$ cat src/rtl/axis_elastic_buffer.sv
// AXI-Stream elastic buffer: registered output stage backed by a (DEPTH-1)-entry circular array.
// Optional macro AXIS_ELASTIC_LOWPOWER_EN zeroes idle output data and array entries once read.
module axis_elastic_buffer #(
  parameter int DATA_WIDTH   = 64,
  parameter int DEPTH        = 4,
  parameter int AFULL_THRESH = 3,
  localparam int LW          = $clog2(DEPTH+1)
) (
  input  logic                  clk,
  input  logic                  reset,
  input  logic                  flush,
  input  logic                  s_axis_valid,
  input  logic [DATA_WIDTH-1:0] s_axis_data,
  output logic                  s_axis_ready,
  output logic                  m_axis_valid,
  output logic [DATA_WIDTH-1:0] m_axis_data,
  input  logic                  m_axis_ready,
  output logic [LW-1:0]         level,
  output logic                  almost_full
);

  localparam int AW = DEPTH - 1;
  localparam int PW = (AW > 1) ? $clog2(AW) : 1;

  logic                  out_valid_q, out_valid_d;
  logic [DATA_WIDTH-1:0] out_data_q, out_data_d;
  logic [LW-1:0]         level_q, level_d;
  logic                  afull_q, afull_d;
  logic [PW-1:0]         rd_ptr_q, rd_ptr_d;
  logic [PW-1:0]         wr_ptr_q, wr_ptr_d;
  logic [DATA_WIDTH-1:0] mem_q [AW];
  logic [DATA_WIDTH-1:0] mem_d [AW];

  logic push, pop, load_out, arr_empty, arr_rd, arr_wr;

  function automatic logic [PW-1:0] ptr_inc(input logic [PW-1:0] p);
    return (p == PW'(AW-1)) ? '0 : p + 1'b1;
  endfunction

  // Ready comes only from registered level, never from downstream ready.
  assign s_axis_ready = (level_q < LW'(DEPTH));
  assign push         = s_axis_valid & s_axis_ready;
  assign pop          = out_valid_q & m_axis_ready;
  assign load_out     = pop | ~out_valid_q;
  // Array occupancy is whatever the level holds beyond the output register.
  assign arr_empty    = (level_q == LW'(out_valid_q));
  assign arr_rd       = load_out & ~arr_empty;
  assign arr_wr       = push & ~(load_out & arr_empty);

  always_comb begin
    out_valid_d = out_valid_q;
    out_data_d  = out_data_q;
    rd_ptr_d    = rd_ptr_q;
    wr_ptr_d    = wr_ptr_q;
    mem_d       = mem_q;

    if (load_out) begin
      if (!arr_empty) begin
        out_valid_d = 1'b1;
        out_data_d  = mem_q[rd_ptr_q];
      end else if (push) begin
        out_valid_d = 1'b1;
        out_data_d  = s_axis_data;
      end else begin
        out_valid_d = 1'b0;
`ifdef AXIS_ELASTIC_LOWPOWER_EN
        out_data_d  = '0;
`endif
      end
    end

    if (arr_rd) begin
      rd_ptr_d = ptr_inc(rd_ptr_q);
`ifdef AXIS_ELASTIC_LOWPOWER_EN
      mem_d[rd_ptr_q] = '0;
`endif
    end
    // Write after the zeroing so a full-array read/write to one slot keeps the new beat.
    if (arr_wr) begin
      mem_d[wr_ptr_q] = s_axis_data;
      wr_ptr_d        = ptr_inc(wr_ptr_q);
    end

    level_d = level_q + LW'(push) - LW'(pop);

    if (flush) begin
      out_valid_d = 1'b0;
      level_d     = '0;
      rd_ptr_d    = '0;
      wr_ptr_d    = '0;
`ifdef AXIS_ELASTIC_LOWPOWER_EN
      out_data_d  = '0;
`endif
    end

    afull_d = (level_d >= LW'(AFULL_THRESH));
  end

  always_ff @(posedge clk) begin
    if (reset) begin
      out_valid_q <= 1'b0;
      out_data_q  <= '0;
      level_q     <= '0;
      afull_q     <= 1'b0;
      rd_ptr_q    <= '0;
      wr_ptr_q    <= '0;
    end else begin
      out_valid_q <= out_valid_d;
      out_data_q  <= out_data_d;
      level_q     <= level_d;
      afull_q     <= afull_d;
      rd_ptr_q    <= rd_ptr_d;
      wr_ptr_q    <= wr_ptr_d;
    end
  end

  always_ff @(posedge clk) begin
    mem_q <= mem_d;
  end

  assign m_axis_valid = out_valid_q;
  assign m_axis_data  = out_data_q;
  assign level        = level_q;
  assign almost_full  = afull_q;

endmodule

$ cat config.mk
export PLATFORM = sky130hd
export DESIGN_NAME = axis_elastic_buffer
export DESIGN_NICKNAME = d
export VERILOG_FILES = /design/src/rtl/axis_elastic_buffer.sv
export SDC_FILE = /design/constraint.sdc
export NUM_CORES = 1
export LEC_CHECK = 0
export CAP_MARGIN = 20
export CORE_UTILIZATION = 45
export CTS_CLUSTER_DIAMETER = 100
export DETAILED_ROUTE_END_ITERATION = 10
export PLACE_DENSITY = 0.7
export SLEW_MARGIN = 20
export SYNTH_ARGS = -nofsm -noshare
export SYNTH_HDL_FRONTEND = slang
export SYNTH_SLANG_ARGS = --single-unit
$ cat constraint.sdc
create_clock -name clk -period 21.8 [get_ports clk]
set_clock_uncertainty 0.15 [all_clocks]
set_input_delay 6.54 -clock clk [delete_from_list [all_inputs] [get_ports clk]]
set_output_delay 6.54 -clock clk [all_outputs]
set_load 0.1 [all_outputs]
==> metrics.csv, run 1 <==
stage;metric;value;unit
yosys;synth top area cells;edfxtp_1 (54%), dfxtp_1 (14%), o221ai_2 (7.0%), mux2i_1 (6.2%), a22o_1 (5.2%);
layout;Layout Nets;950;
sta;number of slew-limit violations in the final report;0;
sta;total setup violations reported at the end of the flow;0;
layout;area added between synthesis and finish;24.5;%
hold_path;number of cells on the worst hold path;2;
critical_path;length in cells of the worst reg-to-reg path;5;
clock_tree;CTS tree;yes;
clock_tree;CTS clock-pin slew for the worst setup and hold paths;0.06;ns
floorplanning;Die Outline Area;24600;µm²
layout;post-layout instance area;13400;µm²
route;average detailed-routed wire length per instance;19.7;µm
sta;post-route clock period utilization;41.3;%
placement;number of buffers added on ports;138;
yosys;most used flip-flop cell after synthesis;edfxtp_1;
yosys;net count after synthesis;834;
clock_tree;number of hold buffers added after CTS;0;
sta;transition time at the pin with the least slew margin;1.09;ns
yosys;post-synthesis async set-or-reset flop share;0;%
critical_path;worst-path maximum fanout;8;
clock_tree;total setup buffers inserted after CTS;0;
critical_path;CP Buf/Inv Count;1;
sta;hold violation total from the final report;0;
global_routing;wire length of the first global-routing pass;37600;µm
pwr;static leakage;4.32;nW
placement;cell area after placement;12400;µm²
sta;maximum clock frequency;111;MHz
critical_path;Reg-to-Reg End;m_axis_data[50];
floorplanning;initial core utilization;45.9;%
layout;final design utilization;57.1;%
placement;gp weighted congestion;0.719;
pwr;worst ir drop on vdd;0.0000544;V
clock_tree;Longest Clk Path Bufs;3;
yosys;YS warnings;0;
yosys;Synth top cells by count;edfxtp_1 (192), dfxtp_1 (73), nand2_1 (69), nor2_1 (69);
floorplanning;horizontal die dimension;157;µm
hold_path;Hold Path Class;flop to flop;
status;status;finished clean;
route;final wirelength;24000;µm
clock_tree;source-to-sink clock delay at the later pin of the worst-skew pair;0.52;ns
sta;crit path time final;9.01;ns
placement;Final HPWL DP;12900;µm
route;number of nets with antenna violations after detailed routing;0;
global_routing;Total Routing Usage GR;19.8;%
yosys;Yosys top cell area share;53.5;%
route;final routed DRC violation total;0;
critical_path;Slowest Stage Delay on Critical Path;1.23;ns
route;DR iter-0 viols;377;
floorplanning;vertical die dimension;157;µm
critical_path;CP delay by family, top;buffers and inverters;
yosys;Synth Area per Inst;14.1;µm²
job;max-cap violations;0;
clock_tree;clock sink count;265;
global_routing;total congestion overflow after global routing;0;
floorplanning;CORE AREA;23500;µm²
global_routing;number of global-route vias before repair;6927;
critical_path;startpoint type of the worst setup path;flop;
route;number of vias after detailed routing;6782;
critical_path;data arrival time at the worst-slack endpoint;2.32;ns
clock_tree;PostCTS Resize Cnt;0;
yosys;Synth area leader;edfxtp_1;
hold_path;origin of the worst min-delay path;m_axis_data[7];
critical_path;cell-by-cell listing of the critical path;clkdlybuf4s50_1;
sta;slew margin rel.;27.3;%
layout;Antenna Cells;0;
pwr;power density over the cells;104;nW/µm²
yosys;number of flops mapped to enable cells by yosys;192;
global_routing;maximum number of pins on one net before global-route repair;68;
layout;filler cell count in the final layout;1850;
layout;share of post-route cells with drive strength above 1;13.4;%
clock_tree;level count of the clock H-tree;1;
sta;unrepaired setup endpoints after global routing;false;
critical_path;FF-to-FF Start;m_axis_valid;
critical_path;reg-to-reg setup timing slack;18.86;ns
critical_path;crit path max-delay cell type;clkdlybuf4s50_1;
yosys;proportion of synthesized chip area in sequential cells;67.1;%
sta;final sum of negative setup slack;0;ns
floorplanning;# rows;56;
yosys;count of distinct cell types in the synthesized netlist;34;
yosys;total of flip-flops plus latches after synthesis;265;
route;count of TritonRoute iterations in the first routing pass;5;
critical_path;kind of capture point of the worst setup path;primary output;
critical_path;worst setup path class;flop to primary output;
yosys;summed instance area of the synthesized netlist;10800;µm²
route;vias per cell;5.56;
global_routing;antenna violations before repair;0;
yosys;most frequently used cell type in the post-synthesis netlist;edfxtp_1;
hold_path;destination of the worst hold path;m_axis_data[7];
clock_tree;TritonCTS buffer count;28;
yosys;Post-Synthesis Cells;762;
clock_tree;clock tree root driver cell;clkbuf_16;
critical_path;required arrival time at the worst endpoint;15.11;ns
floorplanning;number of ports placed on the die boundary;139;
-- how the worst max path moves through the flow --
stage,from,cells after the start,to,slack [ns]
after floorplan,m_axis_ready,4,mem_q[100],9.36
after global routing,m_axis_valid,1,m_axis_valid,12.74
after global placement,s_axis_valid,5,mem_q[164],12.70
final,m_axis_valid,1,m_axis_valid,12.79
after CTS,m_axis_valid,1,m_axis_valid,12.77
after detailed placement,s_axis_valid,5,mem_q[162],12.71
-- state kept, by name, summed over array words and instances, names as in the netlist --
| signal | cells |
|---|---|
| m_axis_valid | 1 |
| rd_ptr_q | 2 |
| mem_q | 192 |
| wr_ptr_q | 2 |
| m_axis_data | 64 |
| level | 3 |
| almost_full | 1 |
-- placed cells by master (no fill, tap or decap), drive strengths merged --
cell           synthesis  final
a21oi                 68     68
a22o                  64     64
and2                   2      2
buf                   39     13
bufinv                 0      7
clkbuf                25     37
clkdlybuf4s50          0    137
clkinv                 0      6
clkinvlp               0      2
dfxtp                 73     73
edfxtp               192    192
fa                     1      1
ha                     2      2
inv                    6      6
mux2i                 67     67
nand2                 69     69
nand3                  1      1
nand3b                 1      1
nor2                  70     70
nor2b                  3      3
nor3b                  2      2
nor4                   1      1
nor4b                  1      1
o21ai                  1      1
o221ai                64     64
o22a                   1      1
o22ai                  1      1
o31a                   1      1
or2                    3      3
or4                    1      1
xnor2                  3      3
-- layer usage --
layer	share of wire (%)	wire length [µm]	vias up	global-route usage, %
met5	0	0	-	0
met4	1.2	284	0	4.48
met3	5.7	1360	28	3.13
met2	50	11900	202	34.9
met1	44	10400	3383	25.5
li1	-	-	3169	-
-- stage by stage --
| step | hold WS (ns) | power (W) | instances | setup WS [ns] |
|---|---|---|---|---|
| after floorplan | 0.312 | 0.000817 | 762 | 9.36 |
| after global placement | 0.290 | 0.000889 | 1167 | 12.70 |
| after detailed placement | 0.294 | 0.000892 | 1167 | 12.71 |
| after CTS | 0.302 | 0.00141 | 1219 | 12.77 |
| after global routing | 0.311 | 0.00145 | 1219 | 12.74 |
| final | 0.299 | 0.00140 | 1219 | 12.79 |
-- where the power goes --
group / internal [W] / total (W) / switching, W
clock network: 0.000332 / 0.000519 / 0.000187
registers: 0.000566 / 0.000580 / 0.0000138
logic: 0.0000910 / 0.000302 / 0.000211
total: 0.000989 / 0.00140 / 0.000412
-- cell type report --
| cell class | instances | area, µm² | share of cell area, % |
|---|---|---|---|
| Tap cell | 319 | 399 | 2.98 |
| Clock buffer | 37 | 776 | 5.79 |
| Multi-Input combinational cell | 427 | 3260 | 24.3 |
| Inverter | 6 | 22.5 | 0.168 |
| Clock inverter | 15 | 251 | 1.88 |
| Sequential cell | 265 | 7230 | 53.9 |
| Timing Repair Buffer | 150 | 1470 | 10.9 |
-- cell families after synthesis --
group / Yosys count / synth area share, %
buf+inv: 70 / 3.19
fa+ha+maj: 3 / 0.418
simple gates: 154 / 5.91
xor+xnor: 3 / 0.314
mux: 67 / 6.23
flops: 265 / 67.1
compound gates: 200 / 16.8
-- tightest hold or removal path: stages, from the launching register on --
cell and delay (ns):
dfxtp_1 0.31, nand2_1 0.05, a21oi_1 0.05
Note: power is estimated with default switching activity, not from simulation.
==> run 2: changes to the inputs <==
clock period = 8.6 ns   (was 21.8 ns; I/O delays follow)
==> run 2 against run 1 <==
Setup slack worse by 9.3 ns. Final cell count hardly changed. Power rose by 140%. Largest power group unchanged.
==> metrics.csv, run 2 (same netlist as run 1, synthesis figures left out) <==
stage;metric;value;unit
critical_path;startpoint type of the worst setup path;flop;
critical_path;Worst path depth;1;
pwr;power density over the cells;253;nW/µm²
hold_path;Hold Path Class;flop to flop;
global_routing;wire length of the first global-routing pass;38500;µm
sta;hold violation total from the final report;0;
route;final wirelength;24600;µm
clock_tree;level count of the clock H-tree;1;
layout;commonest cells after routing, fill and taps aside;edfxtp_1 (192), clkdlybuf4s50_1 (137), dfxtp_1 (71), nor2_1 (69), nand2_1 (68);
layout;Antenna Cells;0;
clock_tree;PostCTS Resize Cnt;0;
layout;share of post-route cells with drive strength above 1;13.0;%
layout;number of flip-flops under the largest register name;192;
sta;hold_ws;0.298;ns
clock_tree;total setup buffers inserted after CTS;0;
layout;Top reg by flops;mem_q;
clock_tree;Longest Clk Path Bufs;3;
route;number of vias after detailed routing;6901;
route;vias per cell;5.67;
sta;Setup WS post-layout;3.53;ns
global_routing;antenna violations before repair;1;
critical_path;Slowest Stage Delay on Critical Path;1.22;ns
global_routing;Total Routing Usage GR;20.3;%
route;number of nets with antenna violations after detailed routing;0;
pwr;total power after layout;0.00334;W
critical_path;launch point of the worst path;m_axis_valid;
clock_tree;clock sink count;265;
clock_tree;clock tree root driver cell;clkbuf_16;
hold_path;number of cells on the worst hold path;2;
floorplanning;# rows;56;
floorplanning;vertical die dimension;157;µm
layout;commonest non-fill, non-tap cell in the layout;edfxtp_1;
sta;transition time at the pin with the least slew margin;1.09;ns
critical_path;worst-path maximum fanout;8;
critical_path;crit path max-delay cell type;clkdlybuf4s50_1;
sta;unrepaired setup endpoints after global routing;false;
sta;final sum of negative setup slack;0;ns
global_routing;maximum number of pins on one net before global-route repair;68;
critical_path;CP delay by family, top;buffers and inverters;
placement;gp weighted congestion;0.731;
critical_path;FF-to-FF Start;m_axis_valid;
job;max-cap violations;0;
floorplanning;horizontal die dimension;157;µm
floorplanning;CORE AREA;23500;µm²
critical_path;kind of capture point of the worst setup path;primary output;
placement;number of buffers added on ports;138;
layout;area added between synthesis and finish;22.8;%
floorplanning;number of ports placed on the die boundary;139;
critical_path;CP Buf/Inv Count;1;
critical_path;cell-by-cell listing of the critical path;clkdlybuf4s50_1;
sta;post-route clock period utilization;59.0;%
pwr;worst ir drop on vdd;0.000167;V
sta;total setup violations reported at the end of the flow;0;
pwr;static leakage;4.25;nW
route;average detailed-routed wire length per instance;20.2;µm
clock_tree;TritonCTS buffer count;27;
route;DR iter-0 viols;349;
placement;Final HPWL DP;13200;µm
critical_path;data arrival time at the worst-slack endpoint;2.34;ns
clock_tree;number of hold buffers added after CTS;0;
sta;number of slew-limit violations in the final report;0;
route;count of TritonRoute iterations in the first routing pass;5;
clock_tree;CTS tree;yes;
sta;crit path time final;5.07;ns
global_routing;total congestion overflow after global routing;0;
clock_tree;CTS clock-pin slew for the worst setup and hold paths;0.06;ns
floorplanning;Die Outline Area;24600;µm²
placement;worst slack at placement;2.96;ns
critical_path;required arrival time at the worst endpoint;5.87;ns
sta;slew margin rel.;27.2;%
critical_path;worst setup path class;flop to primary output;
floorplanning;initial core utilization;45.9;%
layout;Layout Nets;950;
hold_path;origin of the worst min-delay path;m_axis_data[18];
global_routing;number of global-route vias before repair;6934;
clock_tree;source-to-sink clock delay at the later pin of the worst-skew pair;0.54;ns
route;final routed DRC violation total;0;
critical_path;length in cells of the worst reg-to-reg path;6;
status;status;finished clean;
sta;maximum clock frequency;197;MHz
## run 2: final timing paths
path	end	slack, ns
worst max register to register	m_axis_data[46]	5.39
worst min register to register	m_axis_data[18]	0.30
worst min-delay path	m_axis_data[18]	0.30
worst max-delay path	m_axis_valid	3.53
## run 2: per-stage QoR
step / utilization (%) / std cells / cell area [µm²]
final: 56.3 / 1218 / 13200
after global placement: 52.7 / 1167 / 12400
after CTS: 56.3 / 1218 / 13200
after floorplan: - / 762 / 10800
after detailed placement: 52.8 / 1168 / 12400
after global routing: 56.3 / 1218 / 13200
## run 2: power by group
part / switching (W) / internal (W)
Combinational: 0.000534 / 0.000233
Clock: 0.000470 / 0.000635
Sequential: 0.0000364 / 0.00144
## run 2: layout make-up
cell class	instances	area, µm²
clock inverters	19	145
repair buffers	151	1490
clock buffers	31	691
multi-input cells	427	3250
fillers	1866	10200
flip-flops and latches	265	7230
well taps	319	399
inverters	6	23.8
## run 2: routing by layer
metal	global-route usage, %	up-vias	wire length [µm]
met1	26.1	3526	10700
met5	0	-	13
met4	4.39	2	282
li1	-	3167	-
met3	2.85	29	1130
met2	36.4	177	12400
## run 2: worst register-to-register path: stages, from the launching register on
cell	delay, ns
dfxtp_1	0.59
xnor2_4	0.16
buf_4	0.72
nand2_4	0.62
buf_12	0.39
o221ai_1	0.30
a21oi_1	0.12
==> run 3: changes to the inputs <==
PLACE_DENSITY = 0.73   (was 0.7)
clock period = 4.3 ns   (was 8.6 ns; I/O delays follow)
==> run 3 against run 2 <==
Non-clock buffer count increased by 1. First-iteration DRC count increased by 6.3%. Wire length decreased by 2.2%. Register-to-register slack got worse by 3.6 ns. Combinational power increased by 100%. Critical path depth increased by 1. Clock power increased by 110%.
==> metrics.csv, run 3 (same netlist as run 1, synthesis figures left out) <==
stage;metric;value;unit
layout;Top reg by flops;mem_q;
critical_path;data arrival time at the worst-slack endpoint;2.22;ns
route;number of vias after detailed routing;6783;
route;final routed DRC violation total;0;
clock_tree;total setup buffers inserted after CTS;0;
sta;slew margin rel.;34.1;%
floorplanning;number of ports placed on the die boundary;139;
status;status;finished clean;
global_routing;Total Routing Usage GR;19.8;%
pwr;power density over the cells;511;nW/µm²
job;max-cap violations;0;
critical_path;launch point of the worst path;level[2];
sta;transition time at the pin with the least slew margin;0.985;ns
layout;area added between synthesis and finish;24.1;%
clock_tree;level count of the clock H-tree;1;
layout;commonest non-fill, non-tap cell in the layout;edfxtp_1;
clock_tree;number of hold buffers added after CTS;0;
critical_path;Reg-to-Reg End;m_axis_data[42];
layout;filler cell count in the final layout;1881;
floorplanning;vertical die dimension;157;µm
sta;final sum of negative setup slack;0;ns
pwr;switching share of power;30.5;%
clock_tree;PostCTS Resize Cnt;0;
clock_tree;clock tree root driver cell;clkbuf_16;
placement;number of buffers added on ports;138;
critical_path;capturing instance or port of the critical path;s_axis_ready;
hold_path;Hold Path Class;flop to flop;
clock_tree;TritonCTS buffer count;27;
sta;unrepaired setup endpoints after global routing;false;
pwr;share of total power in sequential cells;43.0;%
route;highest metal layer used by the detailed router;met4;
floorplanning;horizontal die dimension;157;µm
sta;number of slew-limit violations in the final report;0;
critical_path;required arrival time at the worst endpoint;2.86;ns
placement;Final HPWL DP;12900;µm
route;average detailed-routed wire length per instance;19.8;µm
route;DR iter-0 viols;371;
critical_path;length in cells of the worst reg-to-reg path;5;
pwr;Comb power frac;22.5;%
route;number of nets with antenna violations after detailed routing;0;
placement;gp weighted congestion;0.715;
sta;total setup violations reported at the end of the flow;0;
layout;Layout Nets;951;
pwr;worst ir drop on vdd;0.000297;V
clock_tree;Longest Clk Path Bufs;3;
route;final wirelength;24100;µm
clock_tree;CTS clock-pin slew for the worst setup and hold paths;0.06;ns
sta;post-route clock period utilization;85.1;%
route;total length of routed met2 wires;12000;µm
layout;area taken by multi-input logic gates;3260;µm²
route;vias per cell;5.57;
layout;commonest cells after routing, fill and taps aside;edfxtp_1 (192), clkdlybuf4s50_1 (132), dfxtp_1 (71), nor2_1 (69), nand2_1 (68);
route;count of TritonRoute iterations in the first routing pass;4;
layout;Antenna Cells;0;
layout;flip-flop and latch area;7230;µm²
sta;hold violation total from the final report;0;
critical_path;startpoint type of the worst setup path;flop;
critical_path;kind of capture point of the worst setup path;primary output;
floorplanning;CORE AREA;23500;µm²
clock_tree;CTS tree;yes;
critical_path;reg-to-reg setup timing slack;1.77;ns
global_routing;number of global-route vias before repair;6749;
floorplanning;initial core utilization;45.9;%
global_routing;maximum number of pins on one net before global-route repair;68;
layout;post-layout instance area;13400;µm²
layout;number of flip-flops under the largest register name;192;
route;Metal-1 WL;10500;µm
route;length of routed met3 wiring;1150;µm
pwr;static leakage;4.31;nW
sta;crit path time final;3.66;ns
global_routing;antenna violations before repair;0;
pwr;NetSw;0.00208;W
placement;worst slack at placement;0.702;ns
sta;Setup WS post-layout;0.640;ns
global_routing;wire length of the first global-routing pass;37300;µm
clock_tree;clock sink count;265;
placement;cell area after placement;12500;µm²
clock_tree;source-to-sink clock delay at the later pin of the worst-skew pair;0.52;ns
layout;share of post-route cells with drive strength above 1;14.5;%
critical_path;FF-to-FF Start;m_axis_valid;
floorplanning;Die Outline Area;24600;µm²
floorplanning;# rows;56;
global_routing;total congestion overflow after global routing;0;
critical_path;worst setup path class;flop to primary output;
sta;maximum clock frequency;273;MHz
pwr;Clk network pwr share;34.5;%
critical_path;worst-path maximum fanout;6;
pwr;internal power of the cells;0.00475;W
## run 3: cell count changes in the layout (fill, tap and decap cells not counted), sizes merged
| cell | previous run | this run |
|---|---|---|
| clkdlybuf4s50 | 137 | 132 |
| buf | 14 | 20 |
| inv | 7 | 6 |
| clkinvlp | 0 | 3 |
| clkinv | 16 | 11 |
| bufinv | 2 | 4 |
## run 3: stage by stage
stage	hold slack, ns	std cells	util, %	total power (W)
after floorplan	0.349	762	-	0.00414
final	0.298	1218	56.9	0.00683
after detailed placement	0.292	1169	53.1	0.00453
after global routing	0.319	1218	56.9	0.00708
after CTS	0.301	1218	56.9	0.00689
after global placement	0.289	1169	53.1	0.00452
## run 3: worst max-delay path, cell delays in order (launching register included)
cell	delay (ns)
dfxtp_1	0.56
clkinvlp_4	0.16
clkdlybuf4s50_1	0.98
## run 3: power by group through the flow
stage          Clock (W)  Combinational (W)  Sequential, W
2_1_floorplan          0           0.000577        0.00356
3_3_place_gp           0            0.00152        0.00299
3_5_place_dp           0            0.00154        0.00300
4_1_cts          0.00240            0.00154        0.00294
5_1_grt          0.00251            0.00162        0.00295
6_report         0.00235            0.00154        0.00294
## run 3: final cells by class
class                           instances  area share (%)
Timing Repair Buffer                  152            11.6
Clock inverter                         18            1.49
Clock buffer                           31            5.24
Sequential cell                       265            54.1
Inverter                                6           0.197
Tap cell                              319            2.99
Multi-Input combinational cell        427            24.4
## run 3: layer usage
layer / track usage [%] / vias up
met3: 2.66 / 34
met5: 0 / -
li1: - / 3162
met4: 4.67 / 0
met2: 34.7 / 186
met1: 25.8 / 3401
## run 3: worst min-delay path by stage
stage	startpoint	to	slack, ns	cells after the start
after floorplan	wr_ptr_q[1]	wr_ptr_q[1]	0.35	2
after global placement	m_axis_data[8]	m_axis_data[8]	0.29	2
after detailed placement	m_axis_data[16]	m_axis_data[16]	0.29	2
after CTS	m_axis_data[16]	m_axis_data[16]	0.30	2
after global routing	m_axis_data[42]	m_axis_data[42]	0.32	2
final	m_axis_data[16]	m_axis_data[16]	0.30	2
